==> config.mk <==
export PLATFORM = sky130hd
export DESIGN_NAME = spi_sclk_burst_gen
export DESIGN_NICKNAME = d
export VERILOG_FILES = /design/src/rtl/spi_sclk_burst_gen.sv
export SDC_FILE = /design/constraint.sdc
export NUM_CORES = 1
export LEC_CHECK = 0
export BUFFER_PORTS_ARGS = -buffer_cell sky130_fd_sc_hd__buf_4
export CORE_ASPECT_RATIO = 1.2
export CORE_MARGIN = 5
export CORE_UTILIZATION = 60
export CTS_CLUSTER_DIAMETER = 100
export DETAILED_ROUTE_END_ITERATION = 6
export PLACE_DENSITY = 0.81
export SLEW_MARGIN = 20
export SYNTH_ARGS = -nofsm -noshare
export SYNTH_HDL_FRONTEND = slang
export SYNTH_SLANG_ARGS = --single-unit
==> constraint.sdc <==
create_clock -name clock_in -period 5.6 [get_ports clock_in]
set_input_delay 1.12 -clock clock_in [delete_from_list [all_inputs] [get_ports clock_in]]
set_output_delay 1.12 -clock clock_in [all_outputs]
set_load 0.005 [all_outputs]
==> src/rtl/spi_sclk_burst_gen.sv <==
// SPI serial-clock burst generator: emits N SCLK periods at a runtime divisor,
// with lead/trail edge strobes and a start/busy/done handshake.
module spi_sclk_burst_gen #(
  parameter int unsigned CNT_W = 16,
  parameter int unsigned CYC_W = 8
) (
  input  logic             clock_in,
  input  logic             reset_n,
  input  logic             start,
  input  logic [CNT_W-1:0] divisor,
  input  logic [CYC_W-1:0] n_cycles,
  input  logic             cpol,
  input  logic             stop,
  output logic             clock_out,
  output logic             lead_tick,
  output logic             trail_tick,
  output logic             busy,
  output logic             done
);

  typedef enum logic {IDLE, RUN} state_e;

  state_e           state_q, state_d;
  logic [CNT_W-1:0] cnt_q, cnt_d;
  logic [CNT_W-1:0] div_q, div_d;
  logic [CYC_W-1:0] rem_q, rem_d;
  logic             cpol_q, cpol_d;
  logic             stop_q, stop_d;
  logic             clk_q, clk_d;
  logic             lead_q, lead_d;
  logic             trail_q, trail_d;
  logic             busy_q, busy_d;
  logic             done_q, done_d;

  logic [CNT_W-1:0] half_d;
  logic [CYC_W-1:0] rem_dec;
  logic             stop_seen;

  // Next-state logic; outputs are computed from the next state so every
  // output is a plain flop in the cycle it describes.
  always_comb begin
    state_d   = state_q;
    cnt_d     = cnt_q;
    div_d     = div_q;
    rem_d     = rem_q;
    cpol_d    = cpol_q;
    stop_d    = stop_q;
    trail_d   = 1'b0;
    done_d    = 1'b0;
    rem_dec   = rem_q - CYC_W'(1);
    stop_seen = stop_q | stop;

    unique case (state_q)
      IDLE: begin
        cpol_d = cpol;
        if (start) begin
          div_d = (divisor < CNT_W'(2)) ? CNT_W'(2) : divisor;
          rem_d = n_cycles;
          if (n_cycles == CYC_W'(0)) begin
            done_d = 1'b1;
          end else begin
            state_d = RUN;
            cnt_d   = CNT_W'(0);
            stop_d  = 1'b0;
          end
        end
      end
      RUN: begin
        if (cnt_q == div_q - CNT_W'(1)) begin
          rem_d   = rem_dec;
          trail_d = 1'b1;
          cnt_d   = CNT_W'(0);
          stop_d  = 1'b0;
          if ((rem_dec == CYC_W'(0)) || stop_seen) begin
            state_d = IDLE;
            done_d  = 1'b1;
          end
        end else begin
          cnt_d  = cnt_q + CNT_W'(1);
          stop_d = stop_seen;
        end
      end
      default: state_d = IDLE;
    endcase

    half_d = div_d >> 1;
    busy_d = (state_d == RUN);
    if (state_d == RUN) begin
      clk_d  = (cnt_d < half_d) ? cpol_d : ~cpol_d;
      lead_d = (cnt_d == half_d);
    end else begin
      clk_d  = cpol_d;
      lead_d = 1'b0;
    end
  end

  always_ff @(posedge clock_in or negedge reset_n) begin
    if (!reset_n) begin
      state_q <= IDLE;
      cnt_q   <= '0;
      div_q   <= CNT_W'(2);
      rem_q   <= '0;
      cpol_q  <= 1'b0;
      stop_q  <= 1'b0;
      clk_q   <= 1'b0;
      lead_q  <= 1'b0;
      trail_q <= 1'b0;
      busy_q  <= 1'b0;
      done_q  <= 1'b0;
    end else begin
      state_q <= state_d;
      cnt_q   <= cnt_d;
      div_q   <= div_d;
      rem_q   <= rem_d;
      cpol_q  <= cpol_d;
      stop_q  <= stop_d;
      clk_q   <= clk_d;
      lead_q  <= lead_d;
      trail_q <= trail_d;
      busy_q  <= busy_d;
      done_q  <= done_d;
    end
  end

  assign clock_out  = clk_q;
  assign lead_tick  = lead_q;
  assign trail_tick = trail_q;
  assign busy       = busy_q;
  assign done       = done_q;

endmodule

==> impl_results.md <==
* Per-cell routed wire length at 18.1 um
* Clock power frac at 0.191
* Initial antenna violation count at 0
* Yosys top cell by area: dfrtp_1
* I/O pin count at 34
* Synth top area cells: dfrtp_1 34%, ha_1 7.1%, mux2i_1 4.8%
* Post-CTS setup buffer count at 0
* # clock sinks at 47
* Vias/cell at 6.42
* Routability Congestion at 0.926
* Syn Inst Count at 373
* Layout cell share with drive strength beyond 1 at 0.145
* Final HPWL from detailed placement at 6480 um
* PostCTS Resize Cnt at 0
* Routed WL at 8370 um
* Vias in the first global route at 2968
* Fin Setup TNS at 0 ns
* P_sw at 414 uW
* P_int at 658 uW
* Seq cells post-synth at 47
* Post-synth ARST share at 1.00
* Setup CP Type: reg -> reg
* Chip Height at 92 um
* Mapped Avg Cell Area at 9.01 sq um
* Leakage at 1.75 nW
* P per Cell Area at 289 nW/um^2
* Routed Antenna Nets at 0
* Largest net degree at the start of global routing at 48
* Worst-margin pin slew at 0.786 ns
* Final worst path period share at 0.843
* Area of the multi-input gates at 1990 sq um
* Row Count at 29
* First drt pass iteration count at 5
* Run status: completed
* Synth warn at 0
* Top cell type's share of synthesized area at 0.342
* Combinational fraction of design power at 0.359
* CP startpoint kind: register
* Core Area at 5370 sq um
* Min-Delay Path Class: reg -> reg
* CTS H-Tree Depth at 2
* Via count at 2973
* Fill count at 470
* Clock slew at reported path FFs at 0.09 ns
* Final hold violations at 0
* Max-cap violation count at 0
* Final Skew at 0.00825 ns
* Worst-path maximum fanout at 13
* Crit end category: register
* N_diodes at 0
* Clock root buffer: clkbuf_8
* Utilization after layout at 0.691
* Max IR drop VDD at 0.000152 V
* Reg area at 1180 sq um
* Setup Viol. Count Final at 0
* Drt initial violations at 327
* Num CTS Buffers at 5
* Post-synth EDFFs at 0
* Post-synth cell types at 58
* Clock Path Buffers at 2
* Clock latency on the worst-skew pair at 0.31 ns
* RSZ-0062 raised after global routing: false
* Slew HR at 0.472
* Final min period at 4.72 ns
* DIE AREA at 7210 sq um
* Grt total ovfl at 0
* CP arrival at 4.95 ns
* Prevailing post-synth register cell: dfrtp_1
* Hold buffer count at CTS at 0
* CTS tree: built
* Max-slew violations at 0
* Global-route wire length before repair at 14100 um
* Die width at 78.3 um
* Req. time, crit path at 5.83 ns
* Seq/Total Area, Yosys at 0.350
* Final Net Count at 448
* Initial core utilization at 0.626
* Share of power burned in registers at 0.451
* Sw Share at 0.386
* Synthesized net count at 421
* Post-route DRC at 0
* Mapped Area at 3360 sq um
* Achievable Freq at 212 MHz
* Area Growth Syn to Fin at 10.4%
* Tot GR Track Use at 0.246
* IO buf count at 33
flip-flops by register name (all words and copies together), names as in the netlist:
name	flops
rem_q	8
lead_tick	1
done	1
trail_tick	1
clock_out	1
div_q	16
cnt_q	16
cpol_q	1
stop_q	1
busy	1
per-stage QoR:
step / cells / instance area [sq um] / hold WS, ns / power, mW / worst slack, ns
2_1_floorplan: 373 / 3360 / 0.457 / 0.745 / 1.42
5_1_grt: 463 / 3710 / 0.541 / 1.16 / 0.424
3_5_place_dp: 455 / 3630 / 0.502 / 0.866 / 1.01
6_report: 463 / 3710 / 0.522 / 1.07 / 0.881
3_3_place_gp: 455 / 3630 / 0.497 / 0.848 / 1.17
4_1_cts: 463 / 3710 / 0.521 / 1.07 / 0.953
power by group through the flow:
stage | logic, mW | clock network (mW) | registers [mW]
final | 0.384 | 0.204 | 0.483
after global routing | 0.440 | 0.225 | 0.492
after CTS | 0.382 | 0.207 | 0.481
after detailed placement | 0.378 | 0 | 0.488
after global placement | 0.363 | 0 | 0.486
after floorplan | 0.293 | 0 | 0.452
synthesized netlist by cell type, types with 3 or more instances:
master / count
nand2_1: 19
nand4_1: 10
and3_1: 9
xnor2_1: 9
buf_6: 3
nand3_1: 8
nor2b_1: 4
buf_2: 3
nor2_1: 23
and4_1: 3
dfrtp_1: 46
mux2_2: 3
a21oi_1: 13
nor3_1: 15
a311oi_1: 4
a21o_1: 10
nor4_1: 10
clkbuf_1: 8
o211ai_1: 3
nor3b_1: 7
mux2i_1: 16
or3_1: 7
xor2_1: 13
ha_1: 19
o21ai_0: 26
a211oi_2: 3
nand2b_1: 8
inv_1: 29
path summary, 6_finish.rpt:
check | start | depth (start not counted) | slack, ns | end
worst max register to register | div_q[0] | 19 | 0.88 | clock_out
worst min register to register | stop_q | 1 | 0.52 | stop_q
worst max-delay path | div_q[0] | 19 | 0.88 | clock_out
max in group asynchronous | reset_n | 1 | 4.38 | div_q[13]
min in group asynchronous | reset_n | 1 | 0.81 | div_q[7]
worst min-delay path | stop_q | 1 | 0.52 | stop_q
layout make-up:
class,count,area share
clock buffers,6,0.0196
well taps,62,0.0209
clock inverters,2,0.00337
inverters,29,0.0293
flip-flops and latches,47,0.317
repair buffers,36,0.0728
multi-input cells,281,0.537
metal layers:
layer	share of wire	GRT usage
met2	0.51	0.422
met1	0.42	0.313
met4	0.023	0.0962
met5	0	0
met3	0.049	0.0314
layout by cell type (no fill, tap or decap), drive strengths merged, types with 9 or more instances in the layout:
cell	n
nand4	10
dfrtp	46
nor3	15
nand2	19
buf	36
nor4	10
o21ai	28
mux2i	16
and3	9
xnor2	9
nor2	23
inv	29
xor2	13
ha	19
a21oi	13
a21o	10
logic make-up after synthesis:
kind of cell / synth area share
AOI/OAI and AO/OA: 0.185
adders and majority gates: 0.0707
DFF: 0.350
and+or+nand+nor: 0.221
buffers and inverters: 0.0581
muxes: 0.0577
xor gates and xnor gates: 0.0573
worst max-delay path: stages, from the launching register on:
cell	delay (ns)
dfrtp_1	0.43
inv_1	0.09
ha_1	0.23
or4b_1	0.49
or3_1	0.35
a32oi_1	0.21
o211ai_1	0.11
nor4_1	0.37
nand2b_1	0.43
o21ai_0	0.17
a21o_1	0.22
ha_1	0.31
a21oi_1	0.17
nor2b_1	0.06
o21ai_0	0.16
nand2_1	0.07
a221oi_1	0.34
o31ai_1	0.16
o21ai_2	0.15
xnor2_1	0.12
Note: power is estimated with default switching activity, not from simulation.
